$ cat src/rtl/cmd_decoder_pkg.sv
// Shared definitions for the command-frame decoder: command codes,
// FSM state encoding and ALU function codes.
package cmd_decoder_pkg;

   // Command bytes, zero-extended to the data width at the point of use
   localparam logic [7:0] CMD_WRITE    = 8'hAA;
   localparam logic [7:0] CMD_READ     = 8'hBB;
   localparam logic [7:0] CMD_ALU_OPS  = 8'hCC;
   localparam logic [7:0] CMD_ALU_NOOP = 8'hDD;
   localparam logic [7:0] CMD_BURST    = 8'hEE;

   typedef enum logic [3:0] {
      ST_IDLE,
      ST_WR_ADDR,
      ST_WR_DATA,
      ST_RD_ADDR,
      ST_OPA,
      ST_OPB,
      ST_FUN,
      ST_BW_ADDR,
      ST_BW_LEN,
      ST_BW_DATA
   } state_t;

   typedef enum logic [3:0] {
      ALU_ADD     = 4'd0,
      ALU_SUB     = 4'd1,
      ALU_MUL     = 4'd2,
      ALU_DIV     = 4'd3,
      ALU_AND     = 4'd4,
      ALU_OR      = 4'd5,
      ALU_NAND    = 4'd6,
      ALU_NOR     = 4'd7,
      ALU_XOR     = 4'd8,
      ALU_XNOR    = 4'd9,
      ALU_CMP_EQ  = 4'd10,
      ALU_CMP_GT  = 4'd11,
      ALU_CMP_LT  = 4'd12,
      ALU_SHR     = 4'd13,
      ALU_SHL     = 4'd14,
      ALU_INVALID = 4'd15
   } alu_fun_t;

endpackage

$ cat src/rtl/frame_timeout_counter.sv
// Mid-frame idle watchdog. Counts cycles with run high; clear restarts it.
// expire is combinational and marks the TIMEOUT_CYCLES-th consecutive run
// cycle so the owner can abort on that same clock edge.
module frame_timeout_counter #(
   parameter int TIMEOUT_CYCLES = 1024
) (
   input  logic clk,
   input  logic reset,
   input  logic clear,
   input  logic run,
   output logic expire
);

   generate
      if (TIMEOUT_CYCLES == 0) begin : g_off
         logic unused_inputs;
         assign unused_inputs = ^{clk, reset, clear, run};
         assign expire        = 1'b0;
      end else begin : g_on
         localparam int               CNT_W = $clog2(TIMEOUT_CYCLES + 1);
         localparam logic [CNT_W-1:0] LAST  = CNT_W'(TIMEOUT_CYCLES - 1);

         logic [CNT_W-1:0] cnt_q;
         logic [CNT_W-1:0] cnt_d;

         // Next count: restart on clear, wrap to zero on expiry
         always_comb begin
            cnt_d = cnt_q;
            if (clear) begin
               cnt_d = '0;
            end else if (run) begin
               cnt_d = (cnt_q == LAST) ? '0 : cnt_q + 1'b1;
            end
         end

         // Count register
         always_ff @(posedge clk or posedge reset) begin
            if (reset) begin
               cnt_q <= '0;
            end else begin
               cnt_q <= cnt_d;
            end
         end

         assign expire = run && !clear && (cnt_q == LAST);
      end
   endgenerate

endmodule

$ cat src/rtl/cmd_frame_decoder.sv
// Command-frame decoder: turns received UART bytes into single-cycle
// register-file write/read and ALU strobes, with burst writes, malformed
// frame reporting and a mid-frame idle watchdog. All outputs registered.
module cmd_frame_decoder
   import cmd_decoder_pkg::*;
#(
   parameter int DATA_WIDTH     = 8,
   parameter int ADDR_WIDTH     = 4,
   parameter int TIMEOUT_CYCLES = 1024,
   parameter int OPA_ADDR       = 0,
   parameter int OPB_ADDR       = 1
) (
   input  logic                  clk,
   input  logic                  reset,
   input  logic [DATA_WIDTH-1:0] rx_data,
   input  logic                  rx_valid,
   output logic [ADDR_WIDTH-1:0] rf_addr,
   output logic                  rf_wr_en,
   output logic [DATA_WIDTH-1:0] rf_wr_data,
   output logic                  rf_rd_en,
   output logic                  alu_en,
   output logic [3:0]            alu_fun,
   output logic                  alu_clk_en,
   output logic                  clk_div_en,
   output logic                  cmd_err,
   output logic                  busy
);

   localparam logic [DATA_WIDTH-1:0] FUN_MAX = DATA_WIDTH'(ALU_SHL);
   localparam logic [DATA_WIDTH-1:0] LEN_ONE = DATA_WIDTH'(1);

   state_t                state_q, state_d;
   logic [ADDR_WIDTH-1:0] addr_q, addr_d;
   logic [DATA_WIDTH-1:0] len_q, len_d;
   logic [ADDR_WIDTH-1:0] rf_addr_q, rf_addr_d;
   logic                  rf_wr_en_q, rf_wr_en_d;
   logic [DATA_WIDTH-1:0] rf_wr_data_q, rf_wr_data_d;
   logic                  rf_rd_en_q, rf_rd_en_d;
   logic                  alu_en_q, alu_en_d;
   logic [3:0]            alu_fun_q, alu_fun_d;
   logic                  alu_clk_en_q, alu_clk_en_d;
   logic                  clk_div_en_q, clk_div_en_d;
   logic                  cmd_err_q, cmd_err_d;
   logic                  busy_q, busy_d;

   logic                  wd_clear;
   logic                  wd_run;
   logic                  wd_expire;
   logic                  addr_ok;
   logic [ADDR_WIDTH-1:0] rx_addr;

   // Compare a received byte against an 8-bit command code, both zero-extended
   // so narrow data widths never alias onto a truncated code.
   function automatic logic is_cmd(input logic [DATA_WIDTH-1:0] b,
                                   input logic [7:0]            code);
      return {8'h00, b} == {{DATA_WIDTH{1'b0}}, code};
   endfunction

   assign rx_addr = rx_data[ADDR_WIDTH-1:0];
   assign addr_ok = (rx_data >> ADDR_WIDTH) == '0;

   // Watchdog runs only mid-frame on cycles without a byte
   assign wd_clear = rx_valid || (state_q == ST_IDLE);
   assign wd_run   = (state_q != ST_IDLE) && !rx_valid;

   frame_timeout_counter #(
      .TIMEOUT_CYCLES(TIMEOUT_CYCLES)
   ) u_timeout (
      .clk    (clk),
      .reset  (reset),
      .clear  (wd_clear),
      .run    (wd_run),
      .expire (wd_expire)
   );

   // Frame FSM next state and registered-output next values
   always_comb begin
      state_d      = state_q;
      addr_d       = addr_q;
      len_d        = len_q;
      rf_addr_d    = rf_addr_q;
      rf_wr_data_d = rf_wr_data_q;
      alu_fun_d    = alu_fun_q;
      rf_wr_en_d   = 1'b0;
      rf_rd_en_d   = 1'b0;
      alu_en_d     = 1'b0;
      cmd_err_d    = 1'b0;
      clk_div_en_d = 1'b1;

      if (rx_valid) begin
         case (state_q)
            ST_IDLE: begin
               if (is_cmd(rx_data, CMD_WRITE)) begin
                  state_d = ST_WR_ADDR;
               end else if (is_cmd(rx_data, CMD_READ)) begin
                  state_d = ST_RD_ADDR;
               end else if (is_cmd(rx_data, CMD_ALU_OPS)) begin
                  state_d = ST_OPA;
               end else if (is_cmd(rx_data, CMD_ALU_NOOP)) begin
                  state_d = ST_FUN;
               end else if (is_cmd(rx_data, CMD_BURST)) begin
                  state_d = ST_BW_ADDR;
               end else begin
                  cmd_err_d = 1'b1;
               end
            end
            ST_WR_ADDR, ST_BW_ADDR: begin
               if (addr_ok) begin
                  addr_d  = rx_addr;
                  state_d = (state_q == ST_WR_ADDR) ? ST_WR_DATA : ST_BW_LEN;
               end else begin
                  cmd_err_d = 1'b1;
                  state_d   = ST_IDLE;
               end
            end
            ST_WR_DATA: begin
               rf_wr_en_d   = 1'b1;
               rf_addr_d    = addr_q;
               rf_wr_data_d = rx_data;
               state_d      = ST_IDLE;
            end
            ST_RD_ADDR: begin
               if (addr_ok) begin
                  rf_rd_en_d = 1'b1;
                  rf_addr_d  = rx_addr;
               end else begin
                  cmd_err_d = 1'b1;
               end
               state_d = ST_IDLE;
            end
            ST_OPA: begin
               rf_wr_en_d   = 1'b1;
               rf_addr_d    = ADDR_WIDTH'(OPA_ADDR);
               rf_wr_data_d = rx_data;
               state_d      = ST_OPB;
            end
            ST_OPB: begin
               rf_wr_en_d   = 1'b1;
               rf_addr_d    = ADDR_WIDTH'(OPB_ADDR);
               rf_wr_data_d = rx_data;
               state_d      = ST_FUN;
            end
            ST_FUN: begin
               if (rx_data > FUN_MAX) begin
                  cmd_err_d = 1'b1;
               end else begin
                  alu_en_d  = 1'b1;
                  alu_fun_d = rx_data[3:0];
               end
               state_d = ST_IDLE;
            end
            ST_BW_LEN: begin
               if (rx_data == '0) begin
                  state_d = ST_IDLE;
               end else begin
                  len_d   = rx_data;
                  state_d = ST_BW_DATA;
               end
            end
            ST_BW_DATA: begin
               rf_wr_en_d   = 1'b1;
               rf_addr_d    = addr_q;
               rf_wr_data_d = rx_data;
               addr_d       = addr_q + 1'b1;
               len_d        = len_q - 1'b1;
               if (len_q == LEN_ONE) begin
                  state_d = ST_IDLE;
               end
            end
            default: begin
               state_d = ST_IDLE;
            end
         endcase
      end else if (wd_expire) begin
         cmd_err_d = 1'b1;
         state_d   = ST_IDLE;
      end

      alu_clk_en_d = (state_d == ST_FUN) || alu_en_d;
      busy_d       = (state_d != ST_IDLE);
   end

   // State and output registers
   always_ff @(posedge clk or posedge reset) begin
      if (reset) begin
         state_q      <= ST_IDLE;
         addr_q       <= '0;
         len_q        <= '0;
         rf_addr_q    <= '0;
         rf_wr_en_q   <= 1'b0;
         rf_wr_data_q <= '0;
         rf_rd_en_q   <= 1'b0;
         alu_en_q     <= 1'b0;
         alu_fun_q    <= ALU_INVALID;
         alu_clk_en_q <= 1'b0;
         clk_div_en_q <= 1'b0;
         cmd_err_q    <= 1'b0;
         busy_q       <= 1'b0;
      end else begin
         state_q      <= state_d;
         addr_q       <= addr_d;
         len_q        <= len_d;
         rf_addr_q    <= rf_addr_d;
         rf_wr_en_q   <= rf_wr_en_d;
         rf_wr_data_q <= rf_wr_data_d;
         rf_rd_en_q   <= rf_rd_en_d;
         alu_en_q     <= alu_en_d;
         alu_fun_q    <= alu_fun_d;
         alu_clk_en_q <= alu_clk_en_d;
         clk_div_en_q <= clk_div_en_d;
         cmd_err_q    <= cmd_err_d;
         busy_q       <= busy_d;
      end
   end

   assign rf_addr    = rf_addr_q;
   assign rf_wr_en   = rf_wr_en_q;
   assign rf_wr_data = rf_wr_data_q;
   assign rf_rd_en   = rf_rd_en_q;
   assign alu_en     = alu_en_q;
   assign alu_fun    = alu_fun_q;
   assign alu_clk_en = alu_clk_en_q;
   assign clk_div_en = clk_div_en_q;
   assign cmd_err    = cmd_err_q;
   assign busy       = busy_q;

endmodule

$ cat config.mk
export PLATFORM = sky130hd
export DESIGN_NAME = cmd_frame_decoder
export DESIGN_NICKNAME = d
export VERILOG_FILES = /design/src/rtl/cmd_decoder_pkg.sv /design/src/rtl/frame_timeout_counter.sv /design/src/rtl/cmd_frame_decoder.sv
export SDC_FILE = /design/constraint.sdc
export NUM_CORES = 1
export LEC_CHECK = 0
export CELL_PAD_IN_SITES_DETAIL_PLACEMENT = 0
export CELL_PAD_IN_SITES_GLOBAL_PLACEMENT = 1
export CORE_MARGIN = 2
export CORE_UTILIZATION = 46
export DETAILED_ROUTE_END_ITERATION = 10
export PLACE_DENSITY = 0.95
export SLEW_MARGIN = 20
export SYNTH_ARGS = -nofsm -noshare
export SYNTH_HDL_FRONTEND = slang
export SYNTH_SLANG_ARGS = --single-unit
$ cat constraint.sdc
create_clock -name clk -period 3.4 [get_ports clk]
set_input_delay 0.68 -clock clk [delete_from_list [all_inputs] [get_ports clk]]
set_output_delay 0.68 -clock clk [all_outputs]
set_load 0.005 [all_outputs]
==> impl_metrics.ini, run 1 <==
[synthesis]
synth.mux.area_fraction_pct = 6.342
synthMostInstantiatedCell = dfrtp_1
synth_seq_area_share_pct = 46.14
yosys.area_share.simple_pct = 19.39
synth_top_family_by_area = simple AND/OR/NAND/NOR gates
async_reset_ff_share_pct = 100.0
synth_cell_types = 51
synth_top_cell_area_share_pct = 42.28
yosys.area_share.adder_pct = 1.838
ys_top_cells_by_area = dfrtp_1 42%, mux2_2 4.1%, dfstp_2 3.9%
syn-instance-count = 289
yosysWarningCount = 0
synth_compound_area_share_pct = 16.68
synth_top_cell_by_area = dfrtp_1
synth_xor_area_share_pct = 3.539
synth_edf_count = 0
synth.cell_area_um2 = 2723
synthTopCellsByCount = 46 x dfrtp_1, 24 x nor2_1, 21 x inv_1, 20 x nand2_1
ys_ff_latch = 50
synth_nets = 304
syn_avg_cell_area_um2 = 9.421
synthFlopType = dfrtp_1

[die]
num_rows = 28
core_um2 = 5816
die_height_um = 80.94
dieArea_um2 = 6550
die_width_um = 80.94
boundaryPins = 34
initial_core_util_pct = 46.82

[clock_network]
clkTransAtPathRegs_ps = 80
ctsHoldBuffers = 0
cts.sinks = 50
ctsResizeCount = 0
cts_tree = done
htreeDepth = 2
insertion_delay_ps = 300
clockBufferDepth = 2
postCtsSetupBuffers = 0
cts_buffers = 5
cts_root_buffer = clkbuf_8

[grt]
grt_max_degree = 51
grt_antenna_before_repair = 0
grt_pass1_vias = 2139
grt.total_usage_pct = 20.27
grt_pass1_wl_mm = 10.18
globalRoute.totalOverflow = 0

[setup_path]
crit_fanout = 6
rr_worst_depth = 6
cp_top_family = simple AND/OR/NAND/NOR gates
reg2reg_slack_ps = 870
crit_type = primary input to register
crit_arrival_ps = 3070
cp_num_cells = 5
path_buf_inv = 1
cpMaxStageDelayCell = or4b_1
startpoint_type = primary input
cp_slowest_stage_delay_ps = 640
endpoint_kind = register
cp_cell_sequence = clkdlybuf4s50_1, or4_4, or3_4, or4b_1, mux2_4
required_ps = 3620

[place]
place_hpwl_mm = 4.338
port-buffer-count = 33
routabilityCongestion = 0.8457

[drt]
drtPass1Iterations = 4
antenna_left = 0
drt_iter0_markers = 165
vias = 2222
viasPerCell = 5.569
wl_per_cell_um = 14.95
wl_mm = 5.967
drc_errors = 0

[hold_path]
hold_path.class = register to register
hold_depth = 2

[cells_and_area]
fillers = 549
areaGrowthSynthToFinish_pct = 19.21
final_layout_size_suffix_gt1_share_pct = 12.96
num_antenna_cells = 0
num-nets-final = 338

[timing]
hold_violations = 0
tns_ps = 0
worst_clock_skew_ps = 16.16
rsz0062_at_grt = no
post-route-period-util_pct = 83.64
tightest_slew_ps = 841.1
min_period_ps = 2844
slew_headroom_pct = 43.86
whs_ps = 494.6
fmax_ghz = 0.3516
slew_viol_final = 0
setup_viol = 0

[power]
max-vdd-ir-drop_v = 0.0003132
power_density_nw_per_um2 = 538.9
leakagePower_uw = 0.001396

[job]
cap_violations = 0

[status]
status = completed
-- state kept, by name, summed over array words and instances (netlist names), 4 cells and up --
register,count
addr_q,4
alu_fun,4
len_q,8
rf_addr,4
rf_wr_data,8
state_q,4
u_timeout.g_on.cnt_q,11
-- path summary, 6_finish.rpt --
| check | from | end |
|---|---|---|
| worst max-delay path | rx_data[6] | alu_fun[2] |
| max in group asynchronous | reset | rf_rd_en |
| min in group asynchronous | reset | clk_div_en |
| worst min register to register | rf_wr_data[4] | rf_wr_data[4] |
| worst min-delay path | rf_wr_data[4] | rf_wr_data[4] |
| worst max register to register | state_q[1] | rf_addr[3] |
-- where the power goes --
part           switching (µW)  internal, µW  leakage [µW]
clock                     186           166     0.0000455
combinational             249           324      0.000711
sequential                104           719      0.000640
-- stage by stage --
stage	instance area, µm²	total power, µW	instances	util (%)	worst slack (ps)
finish	3246	1749	399	55.81	556.3
global placement	3154	1396	391	54.24	278.5
global route	3246	1872	399	55.81	418.6
detailed placement	3154	1411	391	54.24	252.5
floorplan	2723	1134	289	-	723.7
CTS	3244	1768	399	55.79	566.2
-- kinds of logic (layout without fill, tap and decap cells) --
kind of cell	count (synthesis)	in the layout
fa+ha+maj	4	4
flops	50	50
simple gates	99	99
other cells	1	1
mux	14	14
buf+inv	39	74
compound gates	71	71
xor+xnor	11	11
-- worst reg2reg max path, delay by kind of cell, from the launching register on --
kind	cells	cell delay, ps
and+or+nand+nor	2	650
DFF	1	610
AOI/OAI and AO/OA	2	600
muxes	1	350
buffers and inverters	1	200
-- per-layer routing --
| layer | track usage, % | part of all wire [%] | vias to the layer above |
|---|---|---|---|
| li1 | - | - | 1105 |
| met1 | 26.95 | 45 | 1073 |
| met2 | 33.97 | 50 | 37 |
| met3 | 4.000 | 3.6 | 7 |
| met4 | 5.254 | 1.0 | 0 |
| met5 | 0 | 0 | - |
-- cell usage in the layout (no fill, tap or decap), types with 10 or more instances in the layout --
| cell type | count |
|---|---|
| dfrtp_1 | 46 |
| clkdlybuf4s50_1 | 33 |
| nor2_1 | 24 |
| inv_1 | 20 |
| nand2_1 | 20 |
| a21oi_1 | 19 |
| o21ai_0 | 19 |
| buf_4 | 12 |
| mux2_2 | 10 |
-- final cells by class --
class                           instances  area (µm²)  share of cell area [%]
Tap cell                               75       93.84                   2.891
Sequential cell                        50        1256                   38.70
Multi-Input combinational cell        200        1305                   40.21
Inverter                               21       80.08                   2.467
Timing Repair Buffer                   45       420.4                   12.95
Clock buffer                            8       90.09                   2.776
Note: power is estimated with default switching activity, not from simulation.
==> run 2: changes to the inputs <==
Settings changed: CORE_UTILIZATION 46 to 38, PLACE_DENSITY 0.95 to 0.87.
Clock period 3.4 ns to 2.6 ns, I/O delays scaled along.
==> run 2 against run 1 <==
Wire length up 5.3%. Non-clock buffer count increased by 21. Sequential share of layout area is 2.4 points lower. Utilization decreased by 5.4 points. Critical path depth stayed put. Register-to-register slack got worse by 480 ps. Worst setup slack lost 490 ps. Total power increased by 35%. Largest power group unchanged.
==> impl_metrics.ini, run 2 (same netlist as run 1, synthesis figures left out) <==
[setup_path]
required_ps = 2840
startpoint_type = primary input
endpoint_kind = register
crit_arrival_ps = 2780
crit_fanout = 6
crit_type = primary input to register

[cells_and_area]
fin_area_um2 = 3460
num-nets-final = 359
final_common_cell = dfrtp_1
mostFrequentLayoutCells = 46 x dfrtp_1, 33 x clkdlybuf4s50_1, 32 x buf_4, 24 x nor2_1
final_util_pct = 50.36
largest_reg_flops = 11
areaGrowthSynthToFinish_pct = 27.07
final_layout_size_suffix_gt1_share_pct = 19.71
regMostFlops = u_timeout.g_on.cnt_q
num_antenna_cells = 0

[clock_network]
cts_root_buffer = clkbuf_8
clkTransAtPathRegs_ps = 90
cts.sinks = 50
insertion_delay_ps = 300
clockBufferDepth = 2
cts_tree = done
cts_buffers = 5
htreeDepth = 2
postCtsSetupBuffers = 0

[timing]
hold_violations = 0
slew_headroom_pct = 66.82
tns_ps = 0
setup_viol = 0
min_period_ps = 2536
rsz0062_at_grt = no
fmax_ghz = 0.3943
setup_slack_ps = 64.11
slew_viol_final = 0
post-route-period-util_pct = 97.53
worst_clock_skew_ps = 6.849
tightest_slew_ps = 494.7

[grt]
grt_pass1_wl_mm = 10.73
grt_pass1_vias = 2230
grt_max_degree = 51
grt_antenna_before_repair = 0
globalRoute.totalOverflow = 0
grt.total_usage_pct = 17.33

[drt]
vias = 2360
antenna_left = 0
drtPass1Iterations = 4
viasPerCell = 5.351
drt_iter0_markers = 131
wl_mm = 6.285
wl_per_cell_um = 14.25
drc_errors = 0

[die]
dieArea_um2 = 7858
boundaryPins = 34
core_um2 = 6869
die_height_um = 88.65
initial_core_util_pct = 39.64
die_width_um = 88.65
num_rows = 30

[place]
place_hpwl_mm = 4.614
place_area_um2 = 3351
port-buffer-count = 33
pre_cts_ws_ps = -392.4
routabilityCongestion = 0.8840

[status]
status = completed

[hold_path]
hold_path.class = register to register

[power]
max-vdd-ir-drop_v = 0.0004005
leakagePower_uw = 0.001507
power_density_nw_per_um2 = 680.5

[job]
cap_violations = 0
[run 2: cell types whose count changed in the layout (fill, tap and decap cells not counted), sizes merged]
cell      before  now
clkbuf         8    6
clkinvlp       0    1
inv           20   21
buf           12   33
[run 2: stage by stage]
stage | total power, µW | std cells | hold slack (ps)
2_1_floorplan | 1483 | 289 | 471.7
3_3_place_gp | 1883 | 433 | 471.1
3_5_place_dp | 1899 | 433 | 494.1
4_1_cts | 2383 | 441 | 515.0
5_1_grt | 2522 | 441 | 533.6
6_report | 2354 | 441 | 504.7
[run 2: cell type report]
| cell class | instances | area, µm² |
|---|---|---|
| clock inverter | 2 | 12.51 |
| sequential | 50 | 1256 |
| fill | 642 | 3410 |
| tap | 96 | 120.1 |
| multi-input combinational | 200 | 1319 |
| clock buffer | 6 | 82.58 |
| timing repair buffer | 66 | 590.6 |
| inverter | 21 | 78.83 |
[run 2: routing by layer]
metal / wire, µm / GRT usage [%]
met1: 2991 / 24.50
met2: 2978 / 27.61
met3: 220 / 3.078
met4: 95 / 4.408
met5: 0 / 0
[run 2: worst paths after layout]
path	from	end	slack (ps)	cells after the start
worst max-delay path	rx_data[6]	alu_fun[3]	60	5
worst min-delay path	rf_wr_data[4]	rf_wr_data[4]	500	2
worst max register to register	u_timeout.g_on.cnt_q[0]	busy	390	6
worst min register to register	rf_wr_data[4]	rf_wr_data[4]	500	2
max in group asynchronous	reset	alu_fun[1]	1750	3
min in group asynchronous	reset	rf_wr_en	570	3
[run 2: critical path, stage by stage]
cell and delay, ps:
clkdlybuf4s50_1 420, or4_4 570, or3_4 390, or4b_4 550, mux2_4 320
[run 2: repair_timing]
item,in CTS,in global routing
hold buffers,0,0
endpoints found under the setup margin,4,1
gates resized for setup,1,2
[run 2: power by group]
part | switching (µW) | internal, µW | leakage, µW
combinational | 348 | 461 | 0.000820
sequential | 131 | 941 | 0.000640
clock | 259 | 214 | 0.0000472
total | 738 | 1620 | 0.00151
==> run 3: changes to the inputs <==
Settings changed: PLACE_DENSITY 0.87 to 0.78.
==> run 3 against run 2 <==
Cell count increased by 1.1%. First-iteration DRC count is 51% higher. Non-clock buffer count rose by 5. Design area rose by 0.98%. Total power rose by 1.2%. Critical path depth unchanged. Hold slack got worse by 7.6 ps. Sequential share of layout area decreased by 0.35 points. Maximum frequency fell by 0.75%. Wire length grew 4.0%. Worst setup slack worse by 19 ps. Utilization rose by 0.49 points.
==> impl_metrics.ini, run 3 (same netlist as run 1, synthesis figures left out) <==
[hold_path]
min_from = rf_wr_data[4]
hold_path.class = register to register

[grt]
grt.total_usage_pct = 17.78
grt_pass1_wl_mm = 10.84
globalRoute.totalOverflow = 0
grt_pass1_vias = 2219
grt_antenna_before_repair = 0
grt_max_degree = 29

[setup_path]
rr_worst_depth = 7
endpoint_kind = register
reg2reg_slack_ps = 430
cp_slowest_stage_delay_ps = 590
crit_arrival_ps = 2800
r2r-end = busy
critPathLaunch = rx_data[6]
cpMaxStageDelayCell = or4_4
required_ps = 2840
r2r-start = u_timeout.g_on.cnt_q[0]
startpoint_type = primary input
cp_cell_sequence = clkdlybuf4s50_1, or4_4, or3_4, or4b_4, mux2_4
crit_end = alu_fun[0]
crit_type = primary input to register
crit_fanout = 5

[clock_network]
cts_tree = done
insertion_delay_ps = 300
ctsHoldBuffers = 0
htreeDepth = 2
clockBufferDepth = 2
cts_root_buffer = clkbuf_8
cts_buffers = 5
cts.sinks = 50
clkTransAtPathRegs_ps = 90
postCtsSetupBuffers = 0

[cells_and_area]
fin_area_um2 = 3493
areaGrowthSynthToFinish_pct = 28.31
num_antenna_cells = 0
final_layout_size_suffix_gt1_share_pct = 20.57
num-nets-final = 364
mostFrequentLayoutCells = 46 x dfrtp_1, 37 x buf_4, 33 x clkdlybuf4s50_1, 24 x nor2_1
final_util_pct = 50.86
final_common_cell = dfrtp_1
fin_cells = 446
largest_reg_flops = 11
regMostFlops = u_timeout.g_on.cnt_q

[die]
die_height_um = 88.65
core_um2 = 6869
dieArea_um2 = 7858
num_rows = 30
initial_core_util_pct = 39.64
boundaryPins = 34
die_width_um = 88.65

[drt]
viasPerCell = 5.323
drtPass1Iterations = 4
vias = 2374
drt_iter0_markers = 198
drc_errors = 0
wl_per_cell_um = 14.65
wl_mm = 6.534
antenna_left = 0

[place]
place_hpwl_mm = 4.890
routabilityCongestion = 0.8303
port-buffer-count = 33
place_inst = 438
place_area_um2 = 3388

[timing]
hold_violations = 0
rsz0062_at_grt = no
fmax_ghz = 0.3914
post-route-period-util_pct = 98.27
tns_ps = 0
slew_viol_final = 0
slew_headroom_pct = 64.74
tightest_slew_ps = 528.1
setup_viol = 0
worst_clock_skew_ps = 6.499
min_period_ps = 2555

[power]
leakagePower_uw = 0.001528
max-vdd-ir-drop_v = 0.0003203
power_density_nw_per_um2 = 682.1

[job]
cap_violations = 0

[status]
status = completed
==> run 3: changes by cell type in the layout (fill, tap and decap cells not counted), sizes merged <==
cell | before | now
buf | 33 | 38
==> run 3: repair_timing <==
item                                    in CTS  in global routing
gates resized for setup                      1                  2
hold endpoints to repair                     0                  0
endpoints found under the setup margin       4                  1
==> run 3: worst min-delay path by stage <==
stage | endpoint | slack [ps] | depth (start not counted)
global placement | rf_wr_data[0] | 480 | 2
detailed placement | rf_wr_data[4] | 480 | 2
floorplan | len_q[7] | 470 | 2
global route | rf_wr_data[6] | 530 | 1
CTS | rf_wr_data[4] | 500 | 2
finish | rf_wr_data[4] | 500 | 2
==> run 3: where the power goes <==
group / internal, µW / switching [µW] / total, µW / leakage, µW
sequential: 941 / 136 / 1080 / 0.000640
combinational: 479 / 353 / 831 / 0.000841
clock: 214 / 261 / 475 / 0.0000472
total: 1630 / 749 / 2380 / 0.00153
==> run 3: worst max-delay path: cells and delay by family <==
| kind | cells | cell delay, ps |
|---|---|---|
| and+or+nand+nor | 3 | 1530 |
| muxes | 1 | 320 |
| buffers and inverters | 1 | 430 |
==> run 3: area by class of cell <==
type,instances,area (µm²)
multi-input combinational,200,1315
sequential,50,1256
inverter,21,78.83
clock inverter,2,12.51
timing repair buffer,71,628.1
clock buffer,6,82.58
fill,640,3376
tap,96,120.1
==> run 3: metrics by stage <==
| stage | setup WS (ps) | hold WS [ps] | power [µW] |
|---|---|---|---|
| 2_1_floorplan | 83.69 | 471.7 | 1483 |
| 5_1_grt | 8.244 | 534.9 | 2555 |
| 4_1_cts | 69.75 | 500.6 | 2406 |
| 3_5_place_dp | -368.7 | 475.6 | 1922 |
| 6_report | 44.97 | 497.1 | 2383 |
| 3_3_place_gp | -325.3 | 475.1 | 1906 |
==> run 3: layer usage <==
metal  vias to the layer above  wire length (µm)  global-route usage, %
li1                       1156                 -                      -
met1                      1162              3206                  25.65
met2                        47              3000                  27.48
met3                         9               238                  2.985
met4                         0                89                  5.234
met5                         -                 0                      0
